===== config.mk =====
export PLATFORM = sky130hd
export DESIGN_NAME = writeback_unit
export DESIGN_NICKNAME = d
export VERILOG_FILES = /design/src/rtl/writeback_unit.sv
export SDC_FILE = /design/constraint.sdc
export NUM_CORES = 1
export LEC_CHECK = 0
export CAP_MARGIN = 20
export CORE_MARGIN = 1.5
export CORE_UTILIZATION = 59
export DETAILED_ROUTE_END_ITERATION = 8
export PLACE_DENSITY = 0.86
export SLEW_MARGIN = 20
export SYNTH_ARGS = -nofsm -noshare
export SYNTH_HDL_FRONTEND = slang
export SYNTH_SLANG_ARGS = --single-unit

===== constraint.sdc =====
create_clock -name clk -period 10.7 [get_ports clk]
set_input_delay 2.14 -clock clk [delete_from_list [all_inputs] [get_ports clk]]
set_output_delay 2.14 -clock clk [all_outputs]
set_load 0.03 [all_outputs]

===== src/rtl/writeback_unit.sv =====
// writeback_unit: arbitrates ALU results (priority) and queued load returns into one registered register-file write port; ports: alu_*/ld_* sources, issue_*/rs*_busy scoreboard, rd_o/datawb_o/regwren_o write-back
module writeback_unit #(
  parameter int DWIDTH = 32,
  parameter int DEPTH = 4
) (
  input  logic              clk,
  input  logic              rst,
  input  logic              alu_valid_i,
  input  logic [4:0]        alu_rd_i,
  input  logic [DWIDTH-1:0] alu_data_i,
  input  logic              ld_valid_i,
  input  logic [4:0]        ld_rd_i,
  input  logic [DWIDTH-1:0] ld_data_i,
  output logic              ld_ready_o,
  input  logic              issue_valid_i,
  input  logic [4:0]        issue_rd_i,
  input  logic [4:0]        rs1_i,
  input  logic [4:0]        rs2_i,
  output logic              rs1_busy_o,
  output logic              rs2_busy_o,
  output logic              fifo_full_o,
  output logic [4:0]        rd_o,
  output logic [DWIDTH-1:0] datawb_o,
  output logic              regwren_o
);
  localparam int AW = $clog2(DEPTH);
  logic [4:0]        fifo_rd   [DEPTH];
  logic [DWIDTH-1:0] fifo_data [DEPTH];
  logic [AW:0]       wptr, rptr;
  logic [31:0]       sb, set_mask, clr_mask;
  logic              wb_is_load, empty, full, push, pop, sel;
  logic [4:0]        sel_rd;
  logic [DWIDTH-1:0] sel_data;
  always_comb begin
    empty    = wptr == rptr;
    full     = (wptr[AW] != rptr[AW]) && (wptr[AW-1:0] == rptr[AW-1:0]);
    push     = ld_valid_i && !full;
    pop      = !alu_valid_i && !empty;
    sel      = alu_valid_i || pop;
    sel_rd   = alu_valid_i ? alu_rd_i : fifo_rd[rptr[AW-1:0]];
    sel_data = alu_valid_i ? alu_data_i : fifo_data[rptr[AW-1:0]];
    set_mask = (issue_valid_i && issue_rd_i != 5'd0) ? 32'd1 << issue_rd_i : 32'd0;
    clr_mask = (regwren_o && wb_is_load) ? 32'd1 << rd_o : 32'd0;
  end
  assign ld_ready_o  = !full;
  assign fifo_full_o = full;
  assign rs1_busy_o  = sb[rs1_i];
  assign rs2_busy_o  = sb[rs2_i];
  always_ff @(posedge clk) begin
    if (push && !rst) begin
      fifo_rd[wptr[AW-1:0]]   <= ld_rd_i;
      fifo_data[wptr[AW-1:0]] <= ld_data_i;
    end
    if (rst) begin
      wptr       <= '0;
      rptr       <= '0;
      sb         <= '0;
      regwren_o  <= 1'b0;
      rd_o       <= '0;
      datawb_o   <= '0;
      wb_is_load <= 1'b0;
    end else begin
      wptr       <= wptr + (AW+1)'(push);
      rptr       <= rptr + (AW+1)'(pop);
      sb         <= (sb & ~clr_mask) | set_mask;
      regwren_o  <= sel && sel_rd != 5'd0;
      wb_is_load <= pop;
      if (sel) begin
        rd_o     <= sel_rd;
        datawb_o <= sel_data;
      end
    end
  end
endmodule


==> results.json, run 1 <==
{
  "dpl-instance-area_mm2": 0.0108,
  "worst_slew_pin_slew_ps": 1030,
  "syn-num-nets": 711,
  "cp-start-kind": "input pin",
  "vias": 5840,
  "vdd_drop_max_mv": 0.160,
  "rows": 45,
  "routed_via_density": 6.01,
  "endpoint_kind": "output port",
  "area_delta_synth_final_pct": 22.5,
  "r2r-end": "fifo_data[0][29]",
  "finalInstanceArea_mm2": 0.0115,
  "cts_tree": "built",
  "clk_pin_slew_worst_paths_ps": 60,
  "crit_start": "rs1_i[0]",
  "synthDistinctLibCells": 38,
  "grt_pass1_vias": 5897,
  "yosysMostFrequentCell": "edfxtp_1",
  "drtIter0Drc": 497,
  "htreeDepth": 1,
  "max_freq_ghz": 0.145,
  "drive_gt1_share_pct": 12.1,
  "postCtsSetupRepairBufs": 0,
  "path_class": "in2out",
  "ys_seq_area_share_pct": 63.8,
  "synthTopCellsByArea": "edfxtp_1 47%, dfxtp_1 16%, mux4_2 7.7%",
  "fp.coreArea_mm2": 0.0154,
  "gp_congestion": 0.911,
  "layout.cells.non_filler": 971,
  "io_pins": 136,
  "cts_resized": 0,
  "cts_inserted_buffers": 23,
  "cpPeakStageDelay_ps": 750,
  "dp_hpwl_mm": 13.3,
  "finalSetupViolations": 0,
  "relSlewSlack_pct": 31.2,
  "wl_mm": 20.4,
  "globalRouteTotalUtil_pct": 25.3,
  "status": "finished clean",
  "fp.dieArea_mm2": 0.0167,
  "cp.arrival_ps": 4740,
  "yosys_warnings": 0,
  "nets": 841,
  "period_minus_slack_ps": 6880,
  "die_y_um": 129,
  "syn-cell-area_mm2": 0.00938,
  "hold_violations": 0,
  "clkLatencyLatePin_ps": 500,
  "cpMaxStageDelayCell": "clkdlybuf4s50_1",
  "fillers": 891,
  "grt_max_degree": 82,
  "synth-main-ff-cell": "edfxtp_1",
  "setup_tns_ps": 0,
  "avgRoutedWirePerCell_um": 21.0,
  "leakagePower_nw": 3.99,
  "clock_sink_count": 225,
  "antenna_found_initial": 0,
  "gr-total-overflow": 0,
  "yosysTopAreaCell": "edfxtp_1",
  "reg2reg_depth": 5,
  "r2r-start": "rptr[1]",
  "ys_async_sr_fraction_pct": 0,
  "maxCapViolations": 0,
  "cts_root_buf": "clkbuf_16",
  "dr.pass1.iters": 5,
  "critical_path.cell_chain": "clkdlybuf4s50_1 > mux4_1 > mux2_2 > nor3b_1 > nor4_1 > clkdlybuf4s50_1",
  "hp-class": "reg2reg",
  "grt_pass1_wl_mm": 32.0,
  "reg2reg_setup_slack_ps": 7530,
  "drc": 0,
  "ys_top_cells_by_count": "148 x edfxtp_1, 77 x dfxtp_1, 44 x nor2_1",
  "die_x_um": 129,
  "postRouteAntennaNets": 0,
  "io_buffers": 135,
  "synth-edff-count": 148,
  "clockBufferDepth": 3,
  "dp.cells": 929,
  "cts_hold_buf": 0,
  "rsz0062_at_grt": "no",
  "crit_fanout": 8,
  "slew_viol_final": 0,
  "num_antenna_cells": 0,
  "powerDensity_mw_per_mm2": 186,
  "power_mw": 2.13,
  "initial_utilization_pct": 61.0,
  "cpMostUsedCell": "clkdlybuf4s50_1",
  "clock_skew_ps": 6.63,
  "required_ps": 8560,
  "synth.avg_cell_area_um2": 15.3,
  "period_share_pct": 64.3,
  "critPathCapture": "rs1_busy_o",
  "syn_inst": 613,
  "synth_top_area_share_pct": 47.4,
  "ys_ff_latch": 225,
  "regArea_mm2": 0.00599,
  "multiInputGateArea_mm2": 0.00314
}
worst min path at each step:
stage                 from      to  slack (ps)  cells past startpoint
CTS                 sb[24]  sb[24]         490                      2
global route         sb[0]   sb[0]         500                      1
finish               sb[2]   sb[2]         490                      2
global placement    sb[10]  sb[10]         480                      2
detailed placement  sb[24]  sb[24]         480                      2
floorplan           sb[21]  sb[21]         460                      2
state kept, by name (all words and copies together) (netlist names):
name,flops
fifo_data,128
fifo_rd,20
wb_is_load,1
wptr,3
datawb_o,32
sb,32
regwren_o,1
rd_o,5
rptr,3
area by class of cell:
type | instances | area share, %
flip-flops and latches | 225 | 52.1
multi-input cells | 346 | 27.3
repair buffers | 142 | 12.2
clock buffers | 34 | 5.50
well taps | 211 | 2.30
clock inverters | 8 | 0.414
inverters | 5 | 0.174
worst max-delay path: cells and delay by family:
| kind | cells | cell delay [ps] |
|---|---|---|
| buf+inv | 2 | 1350 |
| simple gates | 2 | 340 |
| mux | 2 | 900 |
layer usage:
layer	wire [um]	global-route usage [%]	part of all wire, %
met1	8180	32.7	40
met2	10300	43.5	51
met3	1290	4.79	6.3
met4	617	8.92	3.0
met5	0	0	0
through the flow:
stage               worst slack [ps]  hold WS [ps]  utilization (%)
floorplan                       3740           457                -
global placement                3970           475             70.3
detailed placement              3840           484             70.3
CTS                             3830           493             74.7
global route                    3750           503             74.7
finish                          3820           494             74.7
logic make-up (layout without fill, tap and decap cells):
| kind of cell | after synthesis | count (layout) | share of synthesized area [%] |
|---|---|---|---|
| flip-flops | 225 | 225 | 63.8 |
| XOR/XNOR | 6 | 6 | 0.560 |
| multiplexers | 98 | 98 | 18.1 |
| AND/OR/NAND/NOR | 133 | 133 | 6.99 |
| adder cells (fa/ha/maj) | 4 | 4 | 0.534 |
| buffers and inverters | 42 | 189 | 3.14 |
| AO/OA/AOI/OAI | 105 | 105 | 6.84 |
where the power goes:
part | internal (mW) | switching, mW | leakage [nW]
combinational | 0.197 | 0.213 | 1.68
sequential | 0.969 | 0.0298 | 1.98
clock | 0.411 | 0.312 | 0.340
placed cells by master, fill, tap and decap left out, types with 2 or more instances in the layout:
cell	instances
a22oi_1	3
a2111oi_2	2
a211oi_1	34
nand2_1	43
o21ai_0	31
clkbuf_1	8
nand2b_1	4
inv_1	4
dfxtp_1	75
clkdlybuf4s50_1	134
or2_2	2
nor3_1	2
xor2_1	3
mux2i_1	41
mux4_2	32
nor4_1	2
nor2_1	44
clkinv_2	5
nor2b_1	10
buf_4	7
nor3b_1	9
mux4_1	19
and3_1	5
dfxtp_2	2
clkbuf_16	23
edfxtp_1	148
mux2_2	6
and3b_1	3
ha_1	4
a21oi_1	34
xnor2_1	3
inv_6	2
nand3_1	2
nor4b_2	2
(Power assumes the default switching activity.)
==> run 2, diff against run 1 <==
--- a/config.mk
+++ b/config.mk
@@ -7,9 +7,9 @@
 export LEC_CHECK = 0
 export CAP_MARGIN = 20
 export CORE_MARGIN = 1.5
-export CORE_UTILIZATION = 59
+export CORE_UTILIZATION = 49
 export DETAILED_ROUTE_END_ITERATION = 8
-export PLACE_DENSITY = 0.86
+export PLACE_DENSITY = 0.76
 export SLEW_MARGIN = 20
 export SYNTH_ARGS = -nofsm -noshare
 export SYNTH_HDL_FRONTEND = slang
==> constraint.sdc (replaced) <==
create_clock -name clk -period 6 [get_ports clk]
set_input_delay 1.2 -clock clk [delete_from_list [all_inputs] [get_ports clk]]
set_output_delay 1.2 -clock clk [all_outputs]
set_load 0.03 [all_outputs]
==> run 2 against run 1 <==
  * First-iteration DRC count down 37%
  * Global-route usage down 4.8 points
  * Clock skew up 4.3 ps
  * Die area up 20%
  * Critical endpoint unchanged
  * Largest cell class unchanged
==> results.json, run 2 (synthesis results as in run 1) <==
{
  "wl_mm": 20.2,
  "crit_fanout": 8,
  "period_share_pct": 82.3,
  "clock_sink_count": 225,
  "cts_inserted_buffers": 24,
  "layout_commonest_cell": "edfxtp_1",
  "routed_via_density": 5.75,
  "postRouteAntennaNets": 0,
  "nets": 845,
  "clockBufferDepth": 3,
  "io_buffers": 135,
  "leakagePower_nw": 4.06,
  "max_freq_ghz": 0.202,
  "fp.coreArea_mm2": 0.0188,
  "finalSetupViolations": 0,
  "final_cell_mix": "148 x edfxtp_1, 134 x clkdlybuf4s50_1, 75 x dfxtp_1, 44 x nor2_1, 43 x nand2_1",
  "regArea_mm2": 0.00599,
  "antenna_found_initial": 2,
  "cts_resized": 0,
  "vdd_drop_max_mv": 0.204,
  "hp-class": "reg2reg",
  "period_minus_slack_ps": 4940,
  "cts_root_buf": "clkbuf_16",
  "grt_use_met2_pct": 35.7,
  "initial_utilization_pct": 50.0,
  "grt_busiest_layer": "met2",
  "relSlewSlack_pct": 33.0,
  "area_delta_synth_final_pct": 24.1,
  "path_class": "in2out",
  "grt_util_met1_pct": 25.0,
  "fp.dieArea_mm2": 0.0200,
  "cp-start-kind": "input pin",
  "intPower_mw": 2.93,
  "multiInputGateArea_mm2": 0.00314,
  "dr.pass1.iters": 4,
  "whs_ps": 493,
  "final_core_util_pct": 62.0,
  "clock_skew_ps": 10.9,
  "avgRoutedWirePerCell_um": 20.2,
  "endpoint_kind": "output port",
  "gp_congestion": 0.890,
  "grt_pass1_wl_mm": 31.6,
  "grt_pass1_vias": 6033,
  "layout.cells.non_filler": 1000,
  "postCtsSetupRepairBufs": 0,
  "grt_max_degree": 81,
  "fillers": 1411,
  "maxCapViolations": 0,
  "io_pins": 136,
  "worst_slew_pin_slew_ps": 1010,
  "switchingPower_mw": 1.01,
  "die_x_um": 141,
  "largest_reg_flops": 128,
  "cp.arrival_ps": 3740,
  "dp_slack_ps": 1070,
  "gr-total-overflow": 0,
  "seqPwrFrac_pct": 45.2,
  "clkLatencyLatePin_ps": 510,
  "switching_share_pct": 25.5,
  "hold_violations": 0,
  "drive_gt1_share_pct": 12.9,
  "cts_tree": "built",
  "drc": 0,
  "htreeDepth": 1,
  "combPwrFrac_pct": 18.6,
  "grt_use_met3_pct": 4.62,
  "clkPwrFrac_pct": 36.2,
  "vias": 5753,
  "dp.cells": 955,
  "setup_tns_ps": 0,
  "cts_hold_buf": 0,
  "slew_viol_final": 0,
  "status": "finished clean",
  "clk_pin_slew_worst_paths_ps": 60,
  "die_y_um": 141,
  "required_ps": 4800,
  "rows": 50,
  "globalRouteTotalUtil_pct": 20.5,
  "dp_hpwl_mm": 13.3,
  "drtIter0Drc": 314,
  "rsz0062_at_grt": "no",
  "powerDensity_mw_per_mm2": 338,
  "worst_slack_ps": 1060
}
## run 2: cell types whose count changed in the layout (fill, tap and decap cells not counted)
cell	previous run	this run
clkbuf_1	8	3
buf_4	7	10
clkbuf_8	1	4
clkinv_1	1	4
clkbuf_16	23	25
clkinv_2	5	7
bufinv_16	0	1
clkbuf_2	1	0
clkbuf_4	1	0
diode_2	0	1
inv_4	1	0
inv_6	2	1
## run 2: critical path, cell delays in order
cell and delay (ps):
clkdlybuf4s50_1 740, mux4_1 620, mux2_2 290, nor3b_1 220, nor4_1 70, clkdlybuf4s50_1 600
## run 2: through the flow
step | total power, mW | instance area, um^2
after floorplan | 2.35 | 9380
after global placement | 2.52 | 10900
after detailed placement | 2.54 | 10900
after CTS | 3.97 | 11600
after global routing | 4.07 | 11600
final | 3.94 | 11600
## run 2: path summary, 6_finish.rpt
path / start / end / slack, ps / cells after the start
setup / recovery: rs1_i[0] / rs1_busy_o / 1060 / 6
setup reg to reg: rptr[1] / fifo_data[3][30] / 2410 / 5
hold / removal: sb[24] / sb[24] / 490 / 2
hold reg to reg: sb[24] / sb[24] / 490 / 2
## run 2: final cells by class
cell class              count  area share (%)
clock inverters            12           0.720
inverters                   5           0.172
well taps                 234            2.52
repair buffers            145            12.2
flip-flops and latches    225            51.5
clock buffers              32            5.94
multi-input cells         346            27.0
diodes                      1          0.0215
## run 2: power by group through the flow
stage	logic, mW	registers, mW	clock network, mW
CTS	0.739	1.78	1.45
global placement	0.715	1.81	0
finish	0.732	1.78	1.43
detailed placement	0.732	1.81	0
global route	0.785	1.79	1.50
floorplan	0.485	1.87	0
## run 2: layer usage
layer	up-vias	routed length, um
li1	2658	-
met1	2851	8210
met2	193	10100
met5	-	10
met4	2	604
met3	49	1310
==> run 3, diff against run 2 <==
==> constraint.sdc (replaced) <==
create_clock -name clk -period 4 [get_ports clk]
set_input_delay 0.8 -clock clk [delete_from_list [all_inputs] [get_ports clk]]
set_output_delay 0.8 -clock clk [all_outputs]
set_load 0.03 [all_outputs]
==> run 3 against run 2 <==
  * First-iteration DRC count is 24% higher
  * Largest power group unchanged
  * Global-route usage rose by 0.080 points
  * Clock-buffer cell count is 1 higher
  * Design area up 0.42%
  * Worst hold slack lost 4.2 ps
  * Non-clock buffer count up 5
==> results.json, run 3 (synthesis results as in run 1) <==
{
  "period_minus_slack_ps": 3770,
  "htreeDepth": 1,
  "crit_fanout": 8,
  "vdd_drop_max_mv": 0.403,
  "r2r-start": "wptr[1]",
  "max_freq_ghz": 0.265,
  "cp-start-kind": "input pin",
  "drc": 0,
  "drive_gt1_share_pct": 13.2,
  "rsz0062_at_grt": "no",
  "die_y_um": 141,
  "dp_hpwl_mm": 13.6,
  "vias": 5762,
  "grt_pass1_vias": 5968,
  "clk_pin_slew_worst_paths_ps": 60,
  "dpl-instance-area_mm2": 0.0109,
  "cts_resized": 1,
  "initial_utilization_pct": 50.0,
  "gp_congestion": 0.835,
  "period_share_pct": 94.3,
  "endpoint_kind": "output port",
  "cts_inserted_buffers": 25,
  "postCtsSetupRepairBufs": 0,
  "clockBufferDepth": 3,
  "hp-class": "reg2reg",
  "fp.dieArea_mm2": 0.0200,
  "clock_sink_count": 225,
  "drtIter0Drc": 390,
  "r2r-end": "fifo_data[1][19]",
  "worst_slew_pin_slew_ps": 836,
  "clock_skew_ps": 7.88,
  "io_pins": 136,
  "required_ps": 3200,
  "path_class": "in2out",
  "crit_start": "rs1_i[0]",
  "final_cell_mix": "148 x edfxtp_1, 132 x clkdlybuf4s50_1, 75 x dfxtp_1, 44 x nor2_1, 43 x nand2_1",
  "io_buffers": 135,
  "reg2reg_setup_slack_ps": 1530,
  "cp.arrival_ps": 2970,
  "globalRouteTotalUtil_pct": 20.6,
  "antenna_found_initial": 1,
  "layout_commonest_cell": "edfxtp_1",
  "die_x_um": 141,
  "slew_viol_final": 0,
  "area_delta_synth_final_pct": 24.6,
  "wl_mm": 20.4,
  "finalSetupViolations": 0,
  "cts_root_buf": "clkbuf_16",
  "dr.pass1.iters": 5,
  "fp.coreArea_mm2": 0.0188,
  "relSlewSlack_pct": 44.1,
  "hold_violations": 0,
  "routed_via_density": 5.73,
  "maxCapViolations": 0,
  "cts_hold_buf": 0,
  "reg2reg_depth": 5,
  "setup_tns_ps": 0,
  "postRouteAntennaNets": 0,
  "cts_tree": "built",
  "avgRoutedWirePerCell_um": 20.3,
  "leakagePower_nw": 4.09,
  "critPathCapture": "rs1_busy_o",
  "powerDensity_mw_per_mm2": 508,
  "nets": 851,
  "grt_pass1_wl_mm": 31.9,
  "largest_reg_flops": 128,
  "rows": 50,
  "finalInstanceArea_mm2": 0.0117,
  "status": "finished clean",
  "clkLatencyLatePin_ps": 510,
  "gr-total-overflow": 0,
  "num_antenna_cells": 0,
  "fillers": 1381,
  "grt_max_degree": 67
}
[run 3: layout make-up]
cell class	count	area [um^2]	area share (%)
multi-input combinational	346	3140	26.8
sequential	225	5990	51.2
clock inverter	13	124	1.06
tap	234	293	2.51
inverter	5	18.8	0.161
timing repair buffer	150	1460	12.5
clock buffer	33	666	5.70
[run 3: worst max-delay path, cell delays in order]
cell and delay (ps):
clkdlybuf4s50_1 460, buf_4 180, mux4_1 560, mux2_2 280, nor3b_1 230, nor4_1 80, dlygate4sd2_1 370
[run 3: stage by stage]
step	total power [mW]	setup slack, ps	std cells	utilization [%]	hold WS [ps]
global placement	3.79	65.4	960	58.1	472
finish	5.94	227	1006	62.3	488
detailed placement	3.82	-5.49	960	58.1	480
CTS	5.99	25.8	1006	62.3	487
floorplan	3.53	-1730	613	-	457
global route	6.16	167	1006	62.3	522
[run 3: worst min path at each step]
stage / end / depth (start not counted) / from
after floorplan: sb[21] / 2 / sb[21]
after global placement: sb[21] / 2 / sb[21]
after detailed placement: sb[21] / 2 / sb[21]
after CTS: sb[21] / 2 / sb[21]
after global routing: sb[16] / 2 / sb[16]
final: sb[21] / 2 / sb[21]
[run 3: report_power, final]
group	switching [mW]	leakage, nW	total [mW]	internal (mW)
Clock	0.867	0.384	2.17	1.30
Sequential	0.0654	1.98	2.66	2.59
Combinational	0.582	1.73	1.11	0.531
[run 3: routing by layer]
layer / track usage (%) / vias up / share of wire (%)
met2: 36.2 / 206 / 51
li1: - / 2674 / -
met3: 4.05 / 40 / 6.4
met5: 0 / - / 0.064
met4: 6.20 / 2 / 2.2
met1: 25.9 / 2840 / 40
